### src/rtl/exe_mem_reg_if.sv
// EXE->MEM pipeline bus: EXE-stage inputs, stall/flush/fault-clear controls, and registered MEM-stage outputs.
// The master modport drives the EXE side. The slave modport is the pipeline register.
interface exe_mem_reg_if;
  logic        freeze;
  logic        flush;
  logic        fault_clr;
  logic        WB_EN_in;
  logic        Mem_R_EN_in;
  logic        Mem_W_EN_in;
  logic [31:0] ALU_res_in;
  logic [31:0] Val_Rm_in;
  logic [3:0]  Dest_in;

  logic        WB_EN;
  logic        Mem_R_EN;
  logic        Mem_W_EN;
  logic [31:0] ALU_res;
  logic [31:0] Val_Rm;
  logic [3:0]  Dest;
  logic        valid;
  logic        mem_fault;
  logic [31:0] fault_addr;
  logic [15:0] mem_ops;

  modport master (
    output freeze, flush, fault_clr,
    output WB_EN_in, Mem_R_EN_in, Mem_W_EN_in, ALU_res_in, Val_Rm_in, Dest_in,
    input  WB_EN, Mem_R_EN, Mem_W_EN, ALU_res, Val_Rm, Dest,
    input  valid, mem_fault, fault_addr, mem_ops
  );

  modport slave (
    input  freeze, flush, fault_clr,
    input  WB_EN_in, Mem_R_EN_in, Mem_W_EN_in, ALU_res_in, Val_Rm_in, Dest_in,
    output WB_EN, Mem_R_EN, Mem_W_EN, ALU_res, Val_Rm, Dest,
    output valid, mem_fault, fault_addr, mem_ops
  );
endinterface

### src/rtl/exe_mem_reg.sv
// EXE/MEM pipeline register. It checks each data-memory access against the legal address window,
// suppresses out-of-window or misaligned accesses, records the first faulting address, and counts accesses passed to MEM.
module exe_mem_reg #(
  parameter int unsigned DM_BASE  = 1024,
  parameter int unsigned DM_WORDS = 64
) (
  input logic           clk,
  input logic           rst,
  exe_mem_reg_if.slave  bus
);

  // 33-bit bounds so DM_BASE + 4*DM_WORDS cannot wrap.
  localparam logic [32:0] DmLow  = 33'(DM_BASE);
  localparam logic [32:0] DmHigh = 33'(DM_BASE) + 33'(DM_WORDS) * 33'd4;

  logic        wbEn_q,      wbEn_d;
  logic        memREn_q,    memREn_d;
  logic        memWEn_q,    memWEn_d;
  logic [31:0] aluRes_q,    aluRes_d;
  logic [31:0] valRm_q,     valRm_d;
  logic [3:0]  dest_q,      dest_d;
  logic        valid_q,     valid_d;
  logic        memFault_q,  memFault_d;
  logic [31:0] faultAddr_q, faultAddr_d;
  logic [15:0] memOps_q,    memOps_d;

  logic [32:0] addrExt;
  logic        memReq;
  logic        belowWindow;
  logic        aboveWindow;
  logic        misaligned;
  logic        illegal;

  assign addrExt     = {1'b0, bus.ALU_res_in};
  assign memReq      = bus.Mem_R_EN_in | bus.Mem_W_EN_in;
  assign belowWindow = addrExt < DmLow;
  assign aboveWindow = addrExt >= DmHigh;
  assign misaligned  = bus.ALU_res_in[1:0] != 2'b00;
  assign illegal     = memReq & ((bus.Mem_R_EN_in & bus.Mem_W_EN_in)
                                 | belowWindow | aboveWindow | misaligned);

  always_comb begin
    wbEn_d      = wbEn_q;
    memREn_d    = memREn_q;
    memWEn_d    = memWEn_q;
    aluRes_d    = aluRes_q;
    valRm_d     = valRm_q;
    dest_d      = dest_q;
    valid_d     = valid_q;
    memFault_d  = memFault_q;
    faultAddr_d = faultAddr_q;
    memOps_d    = memOps_q;

    if (!bus.freeze) begin
      if (bus.fault_clr) begin
        memFault_d  = 1'b0;
        faultAddr_d = 32'd0;
      end

      if (bus.flush) begin
        wbEn_d   = 1'b0;
        memREn_d = 1'b0;
        memWEn_d = 1'b0;
        aluRes_d = 32'd0;
        valRm_d  = 32'd0;
        dest_d   = 4'd0;
        valid_d  = 1'b0;
      end else begin
        wbEn_d   = bus.WB_EN_in;
        memREn_d = bus.Mem_R_EN_in;
        memWEn_d = bus.Mem_W_EN_in;
        aluRes_d = bus.ALU_res_in;
        valRm_d  = bus.Val_Rm_in;
        dest_d   = bus.Dest_in;
        valid_d  = 1'b1;

        // A suppressed load must not write back. A suppressed store keeps its WB_EN.
        if (illegal) begin
          memREn_d = 1'b0;
          memWEn_d = 1'b0;
          wbEn_d   = bus.Mem_R_EN_in ? 1'b0 : bus.WB_EN_in;
          if (!memFault_q || bus.fault_clr) begin
            memFault_d  = 1'b1;
            faultAddr_d = bus.ALU_res_in;
          end
        end else if (memReq && memOps_q != 16'hFFFF) begin
          memOps_d = memOps_q + 16'd1;
        end
      end
    end
  end

  always_ff @(posedge clk or negedge rst) begin
    if (!rst) begin
      wbEn_q      <= 1'b0;
      memREn_q    <= 1'b0;
      memWEn_q    <= 1'b0;
      aluRes_q    <= 32'd0;
      valRm_q     <= 32'd0;
      dest_q      <= 4'd0;
      valid_q     <= 1'b0;
      memFault_q  <= 1'b0;
      faultAddr_q <= 32'd0;
      memOps_q    <= 16'd0;
    end else begin
      wbEn_q      <= wbEn_d;
      memREn_q    <= memREn_d;
      memWEn_q    <= memWEn_d;
      aluRes_q    <= aluRes_d;
      valRm_q     <= valRm_d;
      dest_q      <= dest_d;
      valid_q     <= valid_d;
      memFault_q  <= memFault_d;
      faultAddr_q <= faultAddr_d;
      memOps_q    <= memOps_d;
    end
  end

  assign bus.WB_EN      = wbEn_q;
  assign bus.Mem_R_EN   = memREn_q;
  assign bus.Mem_W_EN   = memWEn_q;
  assign bus.ALU_res    = aluRes_q;
  assign bus.Val_Rm     = valRm_q;
  assign bus.Dest       = dest_q;
  assign bus.valid      = valid_q;
  assign bus.mem_fault  = memFault_q;
  assign bus.fault_addr = faultAddr_q;
  assign bus.mem_ops    = memOps_q;

endmodule

### src/flat_wrapper.sv
// flat-port wrapper written by rule: the top's interface ports become plain ports
module exe_mem_reg_flat 
#(
  parameter int unsigned DM_BASE  = 1024,
  parameter int unsigned DM_WORDS = 64
)
  (clk, rst, bus_freeze, bus_flush, bus_fault_clr, bus_WB_EN_in, bus_Mem_R_EN_in, bus_Mem_W_EN_in, bus_ALU_res_in, bus_Val_Rm_in, bus_Dest_in, bus_WB_EN, bus_Mem_R_EN, bus_Mem_W_EN, bus_ALU_res, bus_Val_Rm, bus_Dest, bus_valid, bus_mem_fault, bus_fault_addr, bus_mem_ops);
  exe_mem_reg_if bus_i ();
  input logic clk;
  input logic rst;
  input wire logic [$bits(bus_i.freeze)-1:0] bus_freeze;
  input wire logic [$bits(bus_i.flush)-1:0] bus_flush;
  input wire logic [$bits(bus_i.fault_clr)-1:0] bus_fault_clr;
  input wire logic [$bits(bus_i.WB_EN_in)-1:0] bus_WB_EN_in;
  input wire logic [$bits(bus_i.Mem_R_EN_in)-1:0] bus_Mem_R_EN_in;
  input wire logic [$bits(bus_i.Mem_W_EN_in)-1:0] bus_Mem_W_EN_in;
  input wire logic [$bits(bus_i.ALU_res_in)-1:0] bus_ALU_res_in;
  input wire logic [$bits(bus_i.Val_Rm_in)-1:0] bus_Val_Rm_in;
  input wire logic [$bits(bus_i.Dest_in)-1:0] bus_Dest_in;
  output wire logic [$bits(bus_i.WB_EN)-1:0] bus_WB_EN;
  output wire logic [$bits(bus_i.Mem_R_EN)-1:0] bus_Mem_R_EN;
  output wire logic [$bits(bus_i.Mem_W_EN)-1:0] bus_Mem_W_EN;
  output wire logic [$bits(bus_i.ALU_res)-1:0] bus_ALU_res;
  output wire logic [$bits(bus_i.Val_Rm)-1:0] bus_Val_Rm;
  output wire logic [$bits(bus_i.Dest)-1:0] bus_Dest;
  output wire logic [$bits(bus_i.valid)-1:0] bus_valid;
  output wire logic [$bits(bus_i.mem_fault)-1:0] bus_mem_fault;
  output wire logic [$bits(bus_i.fault_addr)-1:0] bus_fault_addr;
  output wire logic [$bits(bus_i.mem_ops)-1:0] bus_mem_ops;
  assign bus_i.freeze = bus_freeze;
  assign bus_i.flush = bus_flush;
  assign bus_i.fault_clr = bus_fault_clr;
  assign bus_i.WB_EN_in = bus_WB_EN_in;
  assign bus_i.Mem_R_EN_in = bus_Mem_R_EN_in;
  assign bus_i.Mem_W_EN_in = bus_Mem_W_EN_in;
  assign bus_i.ALU_res_in = bus_ALU_res_in;
  assign bus_i.Val_Rm_in = bus_Val_Rm_in;
  assign bus_i.Dest_in = bus_Dest_in;
  assign bus_WB_EN = bus_i.WB_EN;
  assign bus_Mem_R_EN = bus_i.Mem_R_EN;
  assign bus_Mem_W_EN = bus_i.Mem_W_EN;
  assign bus_ALU_res = bus_i.ALU_res;
  assign bus_Val_Rm = bus_i.Val_Rm;
  assign bus_Dest = bus_i.Dest;
  assign bus_valid = bus_i.valid;
  assign bus_mem_fault = bus_i.mem_fault;
  assign bus_fault_addr = bus_i.fault_addr;
  assign bus_mem_ops = bus_i.mem_ops;
  exe_mem_reg #(.DM_BASE(DM_BASE), .DM_WORDS(DM_WORDS)) u_core (.clk(clk), .rst(rst), .bus(bus_i));
endmodule
### config.mk
export PLATFORM = sky130hd
export DESIGN_NAME = exe_mem_reg_flat
export DESIGN_NICKNAME = d
export VERILOG_FILES = /design/src/rtl/exe_mem_reg_if.sv /design/src/rtl/exe_mem_reg.sv /design/src/flat_wrapper.sv
export SDC_FILE = /design/constraint.sdc
export NUM_CORES = 1
export LEC_CHECK = 0
export CAP_MARGIN = 10
export CORE_ASPECT_RATIO = 0.9
export CORE_MARGIN = 1
export CORE_UTILIZATION = 44
export DETAILED_ROUTE_END_ITERATION = 6
export GPL_TIMING_DRIVEN = 0
export PLACE_DENSITY = 0.8
export SLEW_MARGIN = 30
export SYNTH_ARGS = -nofsm -noshare
export SYNTH_HDL_FRONTEND = slang
export SYNTH_SLANG_ARGS = --single-unit
### constraint.sdc
create_clock -name clk -period 2.5 [get_ports clk]
set_clock_uncertainty 0.15 [all_clocks]
set_input_delay 0.375 -clock clk [delete_from_list [all_inputs] [get_ports clk]]
set_output_delay 0.375 -clock clk [all_outputs]
set_load 0.005 [all_outputs]
==> impl_metrics.env, run 1 <==
export IMPL_vias_per_cell=5.050
export IMPL_vdd_ir_drop_max_mv=0.5045
export IMPL_seq_area_frac_synth_pct=59.23
export IMPL_crit_slowest_cell="clkdlybuf4s50_1"
export IMPL_final_core_util_pct=73.05
export IMPL_port_buffers=196
export IMPL_maxSlewViolCount=0
export IMPL_postRouteWirelength_um=14970
export IMPL_syn_area_mm2=0.005112
export IMPL_io_pins=197
export IMPL_status="completed"
export IMPL_grt_pass1_vias=4752
export IMPL_startpoint_type="primary input"
export IMPL_synth_edf_count=0
export IMPL_syn2layout_area_growth_pct=58.32
export IMPL_synth_top_cell_by_area="dfrtp_1"
export IMPL_setup_ws_ns=0.07543
export IMPL_cp_required_ns=2.63
export IMPL_fmax_ghz=0.4124
export IMPL_cp_top_family="simple AND/OR/NAND/NOR gates"
export IMPL_worst_slew_pin_slew_ns=0.5416
export IMPL_synth_commonest_cells="nand2_1, dfrtp_1, o21ai_0"
export IMPL_start_util_pct=46.14
export IMPL_tritoncts="done"
export IMPL_root_buffer="clkbuf_16"
export IMPL_syn_nets=609
export IMPL_yosysWarningCount=0
export IMPL_internal_power_uw=4398
export IMPL_setup_violations_final=0
export IMPL_synth_ff_type="dfrtp_1"
export IMPL_path_class="primary input to flop"
export IMPL_place_ws_ns=-0.8306
export IMPL_worstPathArrival_ns=2.55
export IMPL_ant_nets=0
export IMPL_relSlewSlack_pct=63.90
export IMPL_row_count=36
export IMPL_cp_end_kind="flop"
export IMPL_track_usage_pct=26.24
export IMPL_power_share_sequential_pct=38.9
export IMPL_fin_crit_ns=2.425
export IMPL_place_gp_congestion=0.8404
export IMPL_grt_max_degree=64
export IMPL_core_area_mm2=0.01108
export IMPL_switching_share_pct=21.97
export IMPL_leakage_uw=0.003669
export IMPL_holdWs_ns=0.1128
export IMPL_nets=829
export IMPL_drive_above_1_share_pct=7.843
export IMPL_drt_iter0_drc=212
export IMPL_drtPass1Iterations=4
export IMPL_cp_depth=8
export IMPL_crit_top_cell="buf_4"
export IMPL_fin_crit_sh_pct=96.98
export IMPL_combPwrFrac_pct=13.8
export IMPL_holdPathStages=3
export IMPL_wl_per_cell_um=16.33
export IMPL_antenna_found_initial=0
export IMPL_avgSynthCellArea_um2=9.610
export IMPL_num_vias=4631
export IMPL_slowest_delay_ns=0.47
export IMPL_synth_seq_cells=121
export IMPL_clkPwrFrac_pct=47.3
export IMPL_dieArea_mm2=0.01205
export IMPL_worstHoldPathType="primary input to flop"
export IMPL_yosysMostFrequentCell="nand2_1"
export IMPL_synthTopCellsByArea="dfrtp_1, nand2_1, nand2b_1, o21ai_0, nand3_1"
export IMPL_cts_buffers=17
export IMPL_worstPathCellList="clkdlybuf4s50_1, or4_4, or3_1, buf_4, a2111oi_4, buf_4, nand4_1, xnor2_1"
export IMPL_grt_overflow=0
export IMPL_drv_cap=0
export IMPL_grt_pass1_wl_um=24140
export IMPL_dp_cells=881
export IMPL_hold_viol=0
export IMPL_clock_latency_ns=0.40
export IMPL_detailed_place_hpwl_um=10710
export IMPL_critPathBufInv=3
export IMPL_drc=0
export IMPL_antenna_cells=0
export IMPL_cellPowerDensity_mw_per_mm2=696.4
export IMPL_cts_sinks=121
export IMPL_htreeDepth=4
export IMPL_clk_pin_slew_worst_paths_ns=0.05
export IMPL_net_switching_power_uw=1238
export IMPL_synth_cells=532
export IMPL_r2r_cells=8
export IMPL_synth_top_cell_area_share_pct=59.23
export IMPL_die_w_um=115.6
export IMPL_fin_cells=917
export IMPL_crit_fanout=7
export IMPL_cts_path_max_buffers=2
export IMPL_yosysUniqueCellTypes=36
export IMPL_async_reset_ff_share_pct=100.0
export IMPL_die_h_um=104.3
timing repair:
action / 4_1_cts / 5_1_grt
pin swaps: 3 / 9
hold buffers: 1 / 0
gates resized for setup: 22 / 23
endpoints found under the setup margin: 46 / 43
setup buffers: 0 / 3
hold endpoints to repair: 58 / 0
worst register-to-register path, stage by stage, from the launching register on:
cell	delay (ns)
dfrtp_1	0.44
and4_1	0.23
clkbuf_1	0.18
nand4_1	0.24
nor2_1	0.06
or4_1	0.48
buf_6	0.16
nor2_2	0.10
xor2_1	0.16
area by class of cell:
type                       count  area, um2
clock buffer                  24      481.7
sequential                   121       3028
multi-input combinational    373       2013
tap                          152      190.2
fill                         834       2987
inverter                       2      7.507
timing repair buffer         201       2054
buffer                        36      153.9
clock inverter                 8      165.2
logic make-up (layout without fill, tap and decap cells):
logic type / after synthesis / after routing / share of synthesized area [%]
simple gates: 278 / 278 / 26.19
flops: 121 / 121 / 59.23
compound gates: 78 / 78 / 8.591
buf+inv: 38 / 271 / 2.961
xor+xnor: 15 / 15 / 2.570
fa+ha+maj: 1 / 1 / 0.2447
mux: 1 / 1 / 0.2202
per-stage QoR:
stage          TNS (ns)  area, um2  total power (uW)
3_5_place_dp     -29.34       7297              2994
5_1_grt        -0.02704       8094              5852
4_1_cts               0       7995              5668
6_report              0       8094              5636
3_3_place_gp    -466.71       7264              2966
2_1_floorplan         0       5112              2428
state kept, by name, summed over array words and instances (netlist names):
signal                 cells
u_core.bus.WB_EN           1
u_core.bus.mem_ops        16
u_core.bus.Mem_R_EN        1
u_core.bus.Dest            4
u_core.bus.ALU_res        32
u_core.bus.valid           1
u_core.bus.Val_Rm         32
u_core.bus.Mem_W_EN        1
u_core.bus.mem_fault       1
u_core.bus.fault_addr     32
power groups by stage:
stage          clock (uW)  combinational [uW]  sequential, uW
5_1_grt              2790                 850            2210
4_1_cts              2700                 781            2190
6_report             2670                 778            2190
2_1_floorplan           0                 201            2230
3_3_place_gp            0                 750            2220
3_5_place_dp            0                 772            2220
worst paths after layout:
check,startpoint,to,slack [ns]
worst max-delay path,bus_ALU_res_in[0],u_core.bus.mem_ops[13]$_DFFE_PN0P_,0.08
worst min-delay path,bus_ALU_res_in[8],u_core.bus.fault_addr[8]$_DFFE_PN0N_,0.11
worst max register to register,u_core.bus.mem_ops[6]$_DFFE_PN0P_,u_core.bus.mem_ops[8]$_DFFE_PN0P_,0.22
worst min register to register,u_core.bus.Val_Rm[0]$_DFFE_PN0N_,u_core.bus.Val_Rm[0]$_DFFE_PN0N_,0.33
max in group asynchronous,rst,u_core.bus.ALU_res[5]$_DFFE_PN0N_,1.20
min in group asynchronous,rst,u_core.bus.Val_Rm[0]$_DFFE_PN0N_,0.33
cells in the final DEF, fill, tap and decap left out, drive strengths merged, types with 8 or more instances in the layout:
cell | synthesis | final
clkdlybuf4s50 | 0 | 172
nand2 | 144 | 144
dfrtp | 121 | 121
o21ai | 69 | 69
nand2b | 67 | 67
clkbuf | 33 | 57
nand3 | 37 | 37
dlymetal6s2s | 0 | 15
xnor2 | 10 | 10
nor2 | 9 | 9
dlygate4sd2 | 0 | 8
buf | 3 | 8
metal layers:
layer  share of wire [%]  vias up  track usage [%]  routed length [um]
li1                    -     2188                -                   -
met1                  41     2263            33.49                6199
met2                  50      158            42.56                7457
met3                 7.1       22            6.993                1067
met4                 1.7        0            9.799                 248
met5                   0        -                0                   0
(Power assumes the default switching activity.)
==> inputs of run 2 (changes only) <==
--- a/config.mk
+++ b/config.mk
@@ -12,7 +12,7 @@
 export DETAILED_ROUTE_END_ITERATION = 6
 export GPL_TIMING_DRIVEN = 0
 export PLACE_DENSITY = 0.8
-export SLEW_MARGIN = 30
+export SLEW_MARGIN = 20
 export SYNTH_ARGS = -nofsm -noshare
 export SYNTH_HDL_FRONTEND = slang
 export SYNTH_SLANG_ARGS = --single-unit
==> run 2 against run 1 <==
Effect of this change:
- final cell count shrank 0.22%
- maximum frequency shrank 0.64%
- clock power is essentially flat
- design area shrank 0.29%
- sequential power is essentially flat
- total power grew 0.12%
- critical path depth shrank 2
- non-clock buffer count shrank 2
- register-to-register slack is essentially flat
- setup slack lost 0.016 ns
==> impl_metrics.env, run 2 (synthesized netlist as in run 1, its figures left out) <==
export IMPL_maxSlewViolCount=0
export IMPL_wl_met2_um=7577
export IMPL_ant_nets=0
export IMPL_fin_crit_ns=2.440
export IMPL_cts_sinks=121
export IMPL_wl_per_cell_um=16.35
export IMPL_leakage_uw=0.003640
export IMPL_fillers=839
export IMPL_hold_viol=0
export IMPL_cp_top_family="simple AND/OR/NAND/NOR gates"
export IMPL_syn2layout_area_growth_pct=57.86
export IMPL_track_usage_pct=26.12
export IMPL_cellPowerDensity_mw_per_mm2=699.2
export IMPL_status="completed"
export IMPL_place_gp_congestion=0.8404
export IMPL_placed_cell_area_mm2=0.007293
export IMPL_postRouteWirelength_um=14960
export IMPL_row_count=36
export IMPL_fin_area_mm2=0.008070
export IMPL_cp_end_kind="flop"
export IMPL_fmax_ghz=0.4098
export IMPL_drc=0
export IMPL_path_class="primary input to flop"
export IMPL_tritoncts="done"
export IMPL_worstHoldPathType="primary input to flop"
export IMPL_layout_common_cells="clkdlybuf4s50_1, nand2_1, dfrtp_1, o21ai_0, nand2b_1"
export IMPL_root_buffer="clkbuf_16"
export IMPL_drive_above_1_share_pct=7.995
export IMPL_antenna_cells=0
export IMPL_cp_required_ns=2.63
export IMPL_crit_slowest_cell="or4_1"
export IMPL_slowest_delay_ns=0.60
export IMPL_power_total_uw=5643
export IMPL_cts_path_max_buffers=2
export IMPL_worstPathArrival_ns=2.57
export IMPL_io_pins=197
export IMPL_drv_cap=0
export IMPL_nets=827
export IMPL_clkPwrFrac_pct=47.5
export IMPL_final_common_cell="clkdlybuf4s50_1"
export IMPL_worst_slew_pin_slew_ns=0.5513
export IMPL_combPwrFrac_pct=13.7
export IMPL_core_area_mm2=0.01108
export IMPL_startpoint_type="primary input"
export IMPL_wl_met3_um=999
export IMPL_detailed_place_hpwl_um=10730
export IMPL_cts_buffers=17
export IMPL_port_buffers=196
export IMPL_setup_violations_final=0
export IMPL_relSlewSlack_pct=63.25
export IMPL_worstPathCellList="clkdlybuf4s50_1, nor2_4, o21ai_1, or4_1, a31oi_4, mux2_2"
export IMPL_clk_pin_slew_worst_paths_ns=0.05
export IMPL_drtPass1Iterations=5
export IMPL_internal_power_uw=4368
export IMPL_fin_crit_sh_pct=97.61
export IMPL_drt_met1_wl_um=6206
export IMPL_grt_pass1_wl_um=23940
export IMPL_antenna_found_initial=0
export IMPL_vias_per_cell=5.063
export IMPL_die_h_um=104.3
export IMPL_die_w_um=115.6
export IMPL_grt_overflow=0
export IMPL_net_switching_power_uw=1275
export IMPL_vdd_ir_drop_max_mv=0.5881
export IMPL_critPathBufInv=1
export IMPL_htreeDepth=4
export IMPL_switching_share_pct=22.59
export IMPL_crit_fanout=6
export IMPL_clock_latency_ns=0.40
export IMPL_grt_max_degree=64
export IMPL_num_vias=4633
export IMPL_dieArea_mm2=0.01205
export IMPL_power_share_sequential_pct=38.9
export IMPL_start_util_pct=46.14
export IMPL_drt_iter0_drc=230
export IMPL_grt_pass1_vias=4747
export IMPL_routed_top_layer="met4"
-- run 2: worst register-to-register path: stages (launching register included) --
cell and delay (ns):
dfrtp_1 0.44, and4_1 0.22, clkbuf_1 0.18, nand4_1 0.24, nor2_1 0.06, or4_1 0.48
buf_6 0.16, nor2_4 0.07, xor2_1 0.17
-- run 2: cell type report --
| class | count | area, um2 | share of cell area, % |
|---|---|---|---|
| flip-flops and latches | 121 | 3028 | 37.52 |
| repair buffers | 199 | 2033 | 25.19 |
| multi-input cells | 373 | 2004 | 24.84 |
| clock buffers | 20 | 456.7 | 5.659 |
| clock inverters | 12 | 196.4 | 2.434 |
| well taps | 152 | 190.2 | 2.357 |
| plain buffers | 36 | 153.9 | 1.907 |
| inverters | 2 | 7.507 | 0.09302 |
-- run 2: power by group through the flow --
| stage | Sequential [uW] | Combinational [uW] | Clock [uW] |
|---|---|---|---|
| floorplan | 2230 | 201 | 0 |
| global placement | 2220 | 750 | 0 |
| detailed placement | 2220 | 771 | 0 |
| CTS | 2190 | 778 | 2710 |
| global route | 2210 | 843 | 2800 |
| finish | 2190 | 771 | 2680 |
-- run 2: path summary, 6_finish.rpt --
path                                                         from                              endpoint  slack, ns  cells past startpoint
worst min-delay path                            bus_ALU_res_in[8]  u_core.bus.fault_addr[8]$_DFFE_PN0N_       0.12                      3
worst max register to register  u_core.bus.mem_ops[6]$_DFFE_PN0P_    u_core.bus.mem_ops[14]$_DFFE_PN0P_       0.23                      8
min in group asynchronous                                     rst      u_core.bus.Val_Rm[3]$_DFFE_PN0N_       0.39                      2
worst min register to register    u_core.bus.Mem_W_EN$_DFFE_PN0N_       u_core.bus.Mem_W_EN$_DFFE_PN0N_       0.33                      2
worst max-delay path                                    bus_flush     u_core.bus.mem_ops[1]$_DFFE_PN0P_       0.06                      6
max in group asynchronous                                     rst    u_core.bus.ALU_res[12]$_DFFE_PN0N_       1.11                      3
-- run 2: timing repair --
action                     in CTS  in global routing
pin swaps                       3                  9
resized for setup              22                 21
buffers inserted                0                  1
setup endpoints to repair      46                 41
hold buffers                    1                  0
hold endpoints to repair       58                  0
-- run 2: per-layer routing --
layer / vias to the layer above / global-route usage [%]
met2: 162 / 42.94
met4: 0 / 9.249
met5: - / 0
met3: 14 / 7.110
met1: 2276 / 32.92
li1: 2181 / -
-- run 2: metrics by stage --
step	hold slack (ns)	util [%]	TNS, ns	cells	worst slack (ns)
floorplan	-0.07059	-	0	532	0.1570
global placement	0.3139	65.56	-466.71	880	-3.642
detailed placement	0.2278	65.82	-29.21	881	-0.8327
CTS	0.1966	72.18	0	914	0.005704
global route	0.1195	72.83	-0.1033	915	-0.03934
finish	0.1187	72.83	0	915	0.05978
